`config.mk`:
```
export PLATFORM = sky130hd
export DESIGN_NAME = uart_tx_fifo
export DESIGN_NICKNAME = d
export VERILOG_FILES = /design/src/rtl/uart_tx_fifo.sv
export SDC_FILE = /design/constraint.sdc
export NUM_CORES = 1
export LEC_CHECK = 0
export BUFFER_PORTS_ARGS = -buffer_cell sky130_fd_sc_hd__buf_2
export CORE_UTILIZATION = 60
export CTS_CLUSTER_SIZE = 12
export DETAILED_ROUTE_END_ITERATION = 16
export GPL_TIMING_DRIVEN = 1
export PLACE_DENSITY = 0.78
export SETUP_SLACK_MARGIN = 0.2
export SKIP_LAST_GASP = 1
export SLEW_MARGIN = 10
export SYNTH_ARGS = -nofsm -noshare
export SYNTH_HDL_FRONTEND = slang
export SYNTH_SLANG_ARGS = --single-unit
```
`constraint.sdc`:
```
create_clock -name clk -period 6.3 [get_ports clk]
set_input_delay 1.26 -clock clk [delete_from_list [all_inputs] [get_ports clk]]
set_output_delay 1.26 -clock clk [all_outputs]
set_load 0.05 [all_outputs]
```
`src/rtl/uart_tx_fifo.sv`:
```
// uart_tx_fifo: byte FIFO feeding an 8N1 UART transmitter with registered serial output
module uart_tx_fifo #(
  parameter int CLOCK_FREQ = 50_000_000,
  parameter int BAUD_RATE  = 115_200,
  parameter int FIFO_DEPTH = 4
) (
  input  logic       clk,
  input  logic       rst,
  input  logic [7:0] data_in,
  input  logic       data_in_valid,
  output logic       data_in_ready,
  output logic       busy,
  output logic       serial_out
);
  localparam int SYMBOL = CLOCK_FREQ / BAUD_RATE;
  localparam int CW = $clog2(SYMBOL);
  localparam int AW = $clog2(FIFO_DEPTH);
  localparam int NW = AW + 1;
  typedef enum logic [1:0] {IDLE, START, DATA, STOP} state_t;
  state_t state, state_n;
  logic [CW-1:0] cnt, cnt_n;
  logic [2:0] bit_idx, bit_n;
  logic [7:0] shift, shift_n;
  logic [7:0] mem [FIFO_DEPTH];
  logic [AW-1:0] rd, wr;
  logic [NW-1:0] count, count_n;
  logic push, pop, last, serial_n;
  assign data_in_ready = rst && (count < NW'(FIFO_DEPTH));
  assign push = data_in_valid && data_in_ready;
  assign last = cnt == CW'(SYMBOL - 1);
  // next-state logic: symbol timing, bit sequencing and FIFO pops
  always_comb begin
    state_n = state;
    cnt_n = (state == IDLE || last) ? '0 : cnt + 1'b1;
    bit_n = bit_idx;
    shift_n = shift;
    pop = 1'b0;
    case (state)
      IDLE: if (count != '0) begin
        pop = 1'b1;
        shift_n = mem[rd];
        state_n = START;
      end
      START: if (last) begin
        state_n = DATA;
        bit_n = '0;
      end
      DATA: if (last) begin
        shift_n = shift >> 1;
        bit_n = bit_idx + 3'd1;
        state_n = (bit_idx == 3'd7) ? STOP : DATA;
      end
      STOP: if (last) begin
        pop = count != '0;
        shift_n = pop ? mem[rd] : shift;
        state_n = pop ? START : IDLE;
      end
      default: state_n = IDLE;
    endcase
    count_n = count + NW'(push) - NW'(pop);
    serial_n = (state_n == START) ? 1'b0 : (state_n == DATA) ? shift_n[0] : 1'b1;
  end
  // state, pointer and registered output updates
  always_ff @(posedge clk) begin
    if (!rst) begin
      state <= IDLE;
      cnt <= '0;
      bit_idx <= '0;
      shift <= '0;
      rd <= '0;
      wr <= '0;
      count <= '0;
      busy <= 1'b0;
      serial_out <= 1'b1;
    end else begin
      state <= state_n;
      cnt <= cnt_n;
      bit_idx <= bit_n;
      shift <= shift_n;
      rd <= rd + AW'(pop);
      wr <= wr + AW'(push);
      count <= count_n;
      busy <= (state_n != IDLE) || (count_n != '0);
      serial_out <= serial_n;
    end
  end
  // FIFO storage; push is already gated off during reset
  always_ff @(posedge clk) begin
    if (push) mem[wr] <= data_in;
  end
endmodule

```
After elaboration in Yosys (flattened, before gate mapping)
Memories as Yosys holds them, arrays and structs flattened. A register that Yosys moved wholly into a read port is not among the register bits.
Index checks and enable logic that the tools add are counted.
Word-level totals
  bits in registers: 31
  RAM bits: 32
  input port bits: 11
  memories: 1
Memories
  mem: words 4, width 8, rd ports 1, clocked after Yosys merged registers in 1, wr ports 1, RTL line 24  | logic [7:0] mem [FIFO_DEPTH];
Operators by class
  $add $sub $neg: 6
  order comparisons: 1
  eq/ne operators: 10
  mux-type cells: 22
  bitwise gates (word level): 1
  reductions and logical operators: 13
Operators by type and width (number)
  $mux W8: 3
  $pmux W8 S3: 1
  $mux W2: 5
  $add A9 B1 Y9 const B: 1
  $eq A9 B9 Y1 const B: 1
  $reduce_bool A3 Y1: 3
  $mux W1: 8
  $pmux W2 S4: 1
  $eq A2 B2 Y1 const B: 3
  $mux W3: 2
  $ne A2 B2 Y1 const B: 3
  $pmux W3 S2: 1
  $reduce_and A3 Y1: 2
  $add A2 B1 Y2: 2
  $eq A2 B1 Y1 const B: 2
  $reduce_bool A2 Y1: 2
  $add A3 B1 Y3: 1
  $add A3 B1 Y3 const B: 1
  $eq A3 B3 Y1 const B: 1
  $lt A3 B3 Y1 const B: 1
  $sub A3 B1 Y3: 1
  $logic_and A1 B1 Y1: 2
  $logic_not A2 Y1: 1
  $logic_or A1 B1 Y1: 2
  other kinds (3): 3

Longest topological paths before layout
Gate-level depths: netlist (run 1).
  word-level depth: 7
  gate-level depth with buffers: 13

Least setup slack after synthesis (run 1)
No wires, ideal clock.
  kind: input-to-reg
  from: input rst
  to: register busy
  setup time: 0.115 ns
  data arrival time: 4.329 ns
  data required time: 6.185 ns
  slack: 1.857 ns
  stages on the path: 12
  cells stage by stage: clkbuf_1 > inv_1 > clkbuf_1 > nor2_1 > nand2_1 > xnor2_1 > ha_1 > fa_1 > xnor2_1 > xnor2_1 > or4_1 > o21a_1
Between the ends
  word-level cells in the longest chain between the ends: 6
RTL lines
  start, declared: RTL line 8  | input logic rst,
  $logic_and A1 B1 Y1: RTL line 28  | assign data_in_ready = rst && (count < NW'(FIFO_DEPTH));
  via data_in_ready: RTL line 11  | output logic data_in_ready,
  $logic_and A1 B1 Y1: RTL line 29  | assign push = data_in_valid && data_in_ready;
  $add A3 B1 Y3: RTL line 60  | count_n = count + NW'(push) - NW'(pop);
  $sub A3 B1 Y3: RTL line 60
  $reduce_bool A3 Y1: RTL line 83  | busy <= (state_n != IDLE) || (count_n != '0);
  $logic_or A1 B1 Y1: RTL line 83
  end signal, assigned: RTL line 83
  end, declared: RTL line 12  | output logic busy,
The timed path passes the listed nets, and every way through them passes these cells.
A chain may end at the register's enable or synchronous reset.

Worst setup path after layout (run 1)
  from: input rst
  to: register busy
Between the ends
  word-level cells in the longest chain between the ends: 6
RTL lines (RTL line)
  $logic_and A1 B1 Y1: 28
  $logic_and A1 B1 Y1: 29
  $add A3 B1 Y3: 60
  $sub A3 B1 Y3: 60
  $reduce_bool A3 Y1: 83
  $logic_or A1 B1 Y1: 83
Several ways; a longest one is shown, not always the timed one.

==> results of run 1 <==
[synthesized netlist by cell type (2+ instances only)]
master | instances | area (sq um)
o31ai_1 | 2 | 15.0
a221o_1 | 7 | 70.1
xnor2_1 | 10 | 87.6
o21ai_0 | 7 | 35.0
a211oi_1 | 2 | 15.0
nand2_1 | 10 | 37.5
a31oi_1 | 2 | 12.5
a21oi_1 | 6 | 30.0
nor3_1 | 6 | 30.0
edfxtp_1 | 32 | 961
dfxtp_1 | 31 | 621
and2_1 | 4 | 25.0
mux4_2 | 8 | 180
or3_1 | 3 | 18.8
nand3_1 | 3 | 15.0
nor2b_1 | 6 | 37.5
and3_1 | 3 | 18.8
xor2_1 | 2 | 17.5
a32oi_1 | 2 | 17.5
ha_1 | 11 | 138
clkbuf_1 | 4 | 15.0
nor2_1 | 21 | 78.8
inv_1 | 9 | 33.8
or4_1 | 2 | 15.0
buf_6 | 2 | 22.5
[area by class of cell]
type                    count  share of cell area (%)
clock inverters             5                    2.41
repair buffers             15                    2.66
multi-input cells         133                    34.5
clock buffers              11                    4.69
well taps                  52                    2.16
flip-flops and latches     63                    52.4
inverters                   9                    1.12
[cells by family (layout without fill, tap and decap cells)]
family,count (synthesis),in the layout
flops,63,63
compound gates,33,33
mux,8,8
simple gates,68,68
xor+xnor,12,12
fa+ha+maj,12,12
buf+inv,17,40
[stage by stage]
stage	setup slack (ns)	cell area (sq um)	utilization, %
after global routing	2.73	3020	69.3
after floorplan	1.86	2700	-
after CTS	2.90	3020	69.3
after global placement	2.66	2800	64.3
after detailed placement	2.56	2800	64.3
final	2.89	3020	69.3
[flip-flops by register name, indices dropped and copies added (netlist names)]
signal and cells:
cnt 9, count 3, shift 8, rd 2, wr 2, state 2
bit_idx 3, busy 1, serial_out 1, mem 32
[critical path, delay by kind of cell]
kind | cells | cell delay (ns)
AND/OR/NAND/NOR | 3 | 0.76
adder cells (fa/ha/maj) | 2 | 0.59
XOR/XNOR | 3 | 0.45
buffers and inverters | 2 | 0.38
AO/OA/AOI/OAI | 1 | 0.18
[path summary, 6_finish.rpt]
| check | startpoint | endpoint | slack (ns) | cells past startpoint |
|---|---|---|---|---|
| setup reg to reg | cnt[0] | busy | 2.96 | 11 |
| hold reg to reg | cnt[0] | cnt[0] | 0.46 | 1 |
| setup / recovery | rst | busy | 2.89 | 11 |
| hold / removal | cnt[0] | cnt[0] | 0.46 | 1 |
[power groups by stage]
stage | clock (W) | sequential (W) | combinational (W)
5_1_grt | 0.000402 | 0.000532 | 0.000334
3_3_place_gp | 0 | 0.000530 | 0.000293
2_1_floorplan | 0 | 0.000531 | 0.000230
3_5_place_dp | 0 | 0.000532 | 0.000302
6_report | 0.000374 | 0.000523 | 0.000301
4_1_cts | 0.000381 | 0.000524 | 0.000302
[cells in the final DEF (no fill, tap or decap), types with 3 or more instances in the layout]
cell      count
a21oi_1       6
a221o_1       7
and2_1        4
and3_1        3
buf_2        13
clkbuf_8     10
dfxtp_1      31
edfxtp_1     32
ha_1         11
inv_1         9
mux4_2        8
nand2_1      10
nand3_1       3
nor2_1       21
nor2b_1       6
nor3_1        6
o21ai_0       7
or3_1         3
xnor2_1      10
[layer usage]
metal  vias up  GRT usage, %
met5         -             0
met4         0          9.30
met3         5          7.16
met2        33          32.9
met1       793          28.4
li1        824             -
==> flow_metrics.py, run 1 <==
metrics = {
    "pwr": {
        "powerDensity_nw_per_um2": 397,
        "leakage_nw": 1.11,
        "seqPwrFrac_pct": 43.7,
        "p_sw_w": 0.000354,
        "vdd_drop_max_mv": 0.212,
        "total_power_w": 0.00120,
        "internal_power_w": 0.000844,
        "p_clk_share_pct": 31.2,
        "sw_frac_of_total_pct": 29.6,
        "combPwrFrac_pct": 25.1,
    },
    "critical_path": {
        "cp_max_fo": 11,
        "crit_arrival_ns": 3.64,
        "cp_slowest_cell": "or4_1",
        "critPathCaptureType": "flop",
        "crit_top_cell": "xnor2_1",
        "critical-path-max-stage-delay_ns": 0.47,
        "required_ns": 6.53,
        "cp-start-kind": "input port",
        "path_cells": "buf_2 -> inv_1 -> nor2_1 -> nand2_1 -> xnor2_1 -> ha_1 -> fa_1 -> xnor2_1 -> xnor2_1 -> or4_1 -> o21a_1",
        "worstSetupPathType": "input port to flop",
    },
    "layout": {
        "areaGrowthSynthToFinish_pct": 11.6,
        "seq_area_sq_um": 1580,
        "nFillCells": 312,
        "multiInputGateArea_sq_um": 1040,
        "diodes": 0,
        "stdcell_count": 288,
        "drive_above_1_share_pct": 17.4,
        "fin_nets": 254,
    },
    "global_routing": {
        "grt_pass1_wl_microns": 7670,
        "grt_overflow": 0,
        "antenna_found_initial": 0,
        "grt_start_max_net_pins": 12,
        "grt_usage_pct": 21.6,
        "grt_pass1_vias": 1615,
    },
    "place": {
        "placed_cells": 272,
        "gp_congestion": 0.788,
        "post-dp-hpwl_microns": 3200,
        "io_buffer_count": 13,
    },
    "clock_network": {
        "cts_tree": "built",
        "cts-root-buf": "clkbuf_8",
        "htree_levels": 3,
        "clk_latency_ns": 0.33,
        "clk_path_buf_depth": 2,
        "cts_hold_buf": 0,
        "cts_sinks": 63,
        "post_cts_buffers": 0,
        "cts_buffers": 9,
        "cts_resized": 0,
        "clkSlewWorstSetupHoldPaths_ns": 0.06,
    },
    "routing": {
        "dr.pass1.iters": 4,
        "drt_iter0_markers": 86,
        "drt-met1-wl_microns": 2160,
        "viasPerCell": 5.75,
        "wire_per_inst_microns": 15.9,
        "wirelength_microns": 4580,
        "vias": 1655,
        "ant_nets": 0,
        "post-route-drc-count": 0,
        "dr.max_layer_used": "met4",
        "wl_met2_microns": 2210,
        "wl_met3_microns": 154,
    },
    "sta": {
        "setup_violations": 0,
        "slew_headroom_pct": 48.7,
        "slew_violations": 0,
        "max_freq_ghz": 0.293,
        "period_needed_ns": 3.41,
        "fin_crit_sh_pct": 54.1,
        "finClkSkew_ns": 0.00588,
        "rsz0062_at_grt": "false",
        "finalHoldViolations": 0,
        "tightest_slew_ns": 0.767,
        "tns_ns": 0,
        "hold_slack_ns": 0.460,
    },
    "floorplan": {
        "die_w_microns": 69.1,
        "chipHeight_microns": 69.1,
        "coreArea_sq_um": 4350,
        "die_area_sq_um": 4780,
        "initial_core_util_pct": 62.1,
        "row_count": 24,
        "pin_count": 14,
    },
    "yosys": {
        "async_reset_ff_share_pct": 0,
        "synth-edff-count": 32,
        "ys_ff_latch": 63,
        "synth_top_family_by_area": "simple AND/OR/NAND/NOR gates",
        "yosysSeqAreaShare_pct": 58.5,
        "synth-xor-area-share_pct": 3.89,
        "synth.distinct_cells": 43,
        "synth_compound_area_share_pct": 8.84,
        "synthMuxAreaShare_pct": 6.67,
        "yosys.area_share.simple_pct": 13.3,
        "synth_area_sq_um": 2700,
        "synth.avg_cell_area_sq_um": 12.7,
        "yosys_warnings": 0,
        "synth_fa_ha_area_share_pct": 5.83,
        "syn_inst": 213,
        "synthFlopType": "edfxtp_1",
        "synth_nets": 236,
    },
    "outcome": {
        "outcome": "finished, final reports clean",
    },
    "worst_hold_path": {
        "hp-class": "flop to flop",
    },
    "job": {
        "drv_cap": 0,
    },
}
Note: power is estimated with default switching activity, not from simulation.
==> run 2, diff against run 1 <==
--- a/config.mk
+++ b/config.mk
@@ -5,12 +5,13 @@
 export SDC_FILE = /design/constraint.sdc
 export NUM_CORES = 1
 export LEC_CHECK = 0
+export ABC_AREA = 1
 export BUFFER_PORTS_ARGS = -buffer_cell sky130_fd_sc_hd__buf_2
-export CORE_UTILIZATION = 60
+export CORE_UTILIZATION = 55
 export CTS_CLUSTER_SIZE = 12
 export DETAILED_ROUTE_END_ITERATION = 16
 export GPL_TIMING_DRIVEN = 1
-export PLACE_DENSITY = 0.78
+export PLACE_DENSITY = 0.75
 export SETUP_SLACK_MARGIN = 0.2
 export SKIP_LAST_GASP = 1
 export SLEW_MARGIN = 10
==> constraint.sdc (replaced) <==
create_clock -name clk -period 2.7 [get_ports clk]
set_input_delay 0.54 -clock clk [delete_from_list [all_inputs] [get_ports clk]]
set_output_delay 0.54 -clock clk [all_outputs]
set_load 0.05 [all_outputs]
==> flow_metrics.py, run 2 <==
metrics = {
    "routing": {
        "ant_nets": 0,
        "viasPerCell": 5.02,
        "vias": 2308,
        "post-route-drc-count": 0,
        "wire_per_inst_microns": 12.7,
        "drt_iter0_markers": 117,
        "dr.pass1.iters": 4,
        "wirelength_microns": 5840,
    },
    "sta": {
        "tns_ns": 0,
        "finClkSkew_ns": 0.00806,
        "period_needed_ns": 2.38,
        "fin_crit_sh_pct": 88.2,
        "slew_violations": 0,
        "rsz0062_at_grt": "false",
        "finalHoldViolations": 0,
        "max_freq_ghz": 0.420,
        "setup_violations": 0,
        "slew_headroom_pct": 69.7,
        "tightest_slew_ns": 0.454,
    },
    "yosys": {
        "synth_top_cell_by_area": "edfxtp_1",
        "synth_common_cells": "nand2_1, inv_1, edfxtp_1, dfxtp_1, nand3_1",
        "synthFlopType": "edfxtp_1",
        "synth.distinct_cells": 33,
        "yosys.cell_count.top_type": "nand2_1",
        "syn_inst": 358,
        "ys_ff_latch": 63,
        "synth_nets": 381,
        "synth_area_leaders": "edfxtp_1, dfxtp_1, nand2_1, inv_1, nand3_1",
        "synth_area_sq_um": 3070,
        "synth.avg_cell_area_sq_um": 8.59,
        "async_reset_ff_share_pct": 0,
        "yosys_warnings": 0,
        "yosysSeqAreaShare_pct": 51.4,
        "synth-edff-count": 32,
        "yosysTopAreaCellShare_pct": 31.3,
    },
    "clock_network": {
        "clk_path_buf_depth": 2,
        "clkSlewWorstSetupHoldPaths_ns": 0.07,
        "cts_tree": "built",
        "clk_latency_ns": 0.34,
        "cts_sinks": 63,
        "htree_levels": 3,
        "cts_buffers": 9,
        "cts-root-buf": "clkbuf_8",
    },
    "global_routing": {
        "grt_usage_pct": 21.8,
        "grt_pass1_vias": 2283,
        "antenna_found_initial": 0,
        "grt_overflow": 0,
        "grt_pass1_wl_microns": 9970,
        "grt_start_max_net_pins": 18,
    },
    "floorplan": {
        "row_count": 26,
        "coreArea_sq_um": 5240,
        "chipHeight_microns": 76.8,
        "die_area_sq_um": 5890,
        "initial_core_util_pct": 58.7,
        "pin_count": 14,
        "die_w_microns": 76.8,
    },
    "critical_path": {
        "cp_max_fo": 5,
        "critPathCaptureType": "flop",
        "crit_arrival_ns": 2.60,
        "path_cells": "inv_1 -> ha_1 -> nor2_2 -> nand2_1 -> nand2_1 -> nand2_1 -> ha_1 -> fa_1 -> nand2_1 -> inv_1 -> nor3_1 -> nand3b_1",
        "cp-start-kind": "flop",
        "critical-path-max-stage-delay_ns": 0.43,
        "crit_top_cell": "nand2_1",
        "required_ns": 2.92,
        "cp_slowest_cell": "fa_1",
        "worstSetupPathType": "flop to flop",
    },
    "worst_hold_path": {
        "hp-class": "input port to flop",
    },
    "place": {
        "post-dp-hpwl_microns": 3850,
        "io_buffer_count": 13,
        "gp_congestion": 0.864,
    },
    "layout": {
        "nFillCells": 424,
        "drive_above_1_share_pct": 19.0,
        "top_regs": "mem x32, cnt x9, shift x8",
        "areaGrowthSynthToFinish_pct": 13.5,
        "regMostFlops": "mem",
        "largest_reg_flops": 32,
        "layout_commonest_cell": "nand2_1",
        "diodes": 0,
        "fin_nets": 408,
        "layout_common_cells": "nand2_1, inv_1, edfxtp_1",
    },
    "outcome": {
        "outcome": "finished, final reports clean",
    },
    "job": {
        "drv_cap": 0,
    },
    "pwr": {
        "vdd_drop_max_mv": 0.683,
        "leakage_nw": 1.55,
        "total_power_w": 0.00347,
        "powerDensity_nw_per_um2": 993,
    },
}
==> run 2: power by group <==
group | leakage, nW | internal (W) | total [W] | switching, W
combinational | 0.905 | 0.000490 | 0.00135 | 0.000857
clock | 0.104 | 0.000516 | 0.000874 | 0.000357
sequential | 0.544 | 0.00114 | 0.00125 | 0.000105
total | 1.55 | 0.00215 | 0.00347 | 0.00132
==> run 2: critical path, delay by kind of cell (launching register included) <==
| family | cells | cell delay, ns |
|---|---|---|
| buf+inv | 2 | 0.20 |
| simple gates | 7 | 0.71 |
| fa+ha+maj | 3 | 0.96 |
| flops | 1 | 0.39 |
==> run 2: what timing repair did <==
item,in CTS,in global routing
cloned,0,0
hold buffers,0,0
gates resized for setup,2,3
pin swaps,0,2
setup buffers,0,3
endpoints found under the setup margin,1,1
==> run 2: final cells by class <==
cell class	instances	area (sq um)	area share [%]
Sequential cell	63	1580	45.4
Multi-Input combinational cell	231	1250	35.7
Inverter	56	210	6.02
Timing Repair Buffer	24	148	4.23
Clock buffer	10	128	3.66
Tap cell	70	87.6	2.51
Clock inverter	6	85.1	2.44
==> run 2: logic make-up after synthesis <==
| group | Yosys count | synth area share (%) |
|---|---|---|
| xor+xnor | 3 | 0.855 |
| simple gates | 186 | 28.2 |
| flops | 63 | 51.4 |
| compound gates | 30 | 5.66 |
| fa+ha+maj | 12 | 5.13 |
| buf+inv | 64 | 8.75 |
==> run 2: worst paths after layout <==
kind                            cells past startpoint  startpoint  slack (ns)        end
worst min register to register                      1      cnt[0]        0.45     cnt[0]
worst min-delay path                                1  data_in[6]        0.41  mem[0][6]
worst max register to register                     12    state[0]        0.32       busy
worst max-delay path                               12    state[0]        0.32       busy
==> run 2: per-stage QoR <==
step | std cells | area, sq um | setup slack [ns] | hold WS (ns) | util [%]
final | 460 | 3490 | 0.318 | 0.410 | 66.6
after global routing | 460 | 3490 | 0.202 | 0.413 | 66.6
after CTS | 457 | 3460 | 0.245 | 0.404 | 66.0
after detailed placement | 441 | 3240 | 0.215 | 0.465 | 61.8
after global placement | 441 | 3240 | 0.286 | 0.448 | 61.8
after floorplan | 358 | 3080 | 0.204 | 0.428 | -
==> run 2: layer usage <==
layer	up-vias	track usage, %	wire length, microns
met2	54	37.4	2870
li1	1203	-	-
met5	-	0	0
met4	0	11.3	61
met3	7	3.57	281
met1	1044	26.1	2630
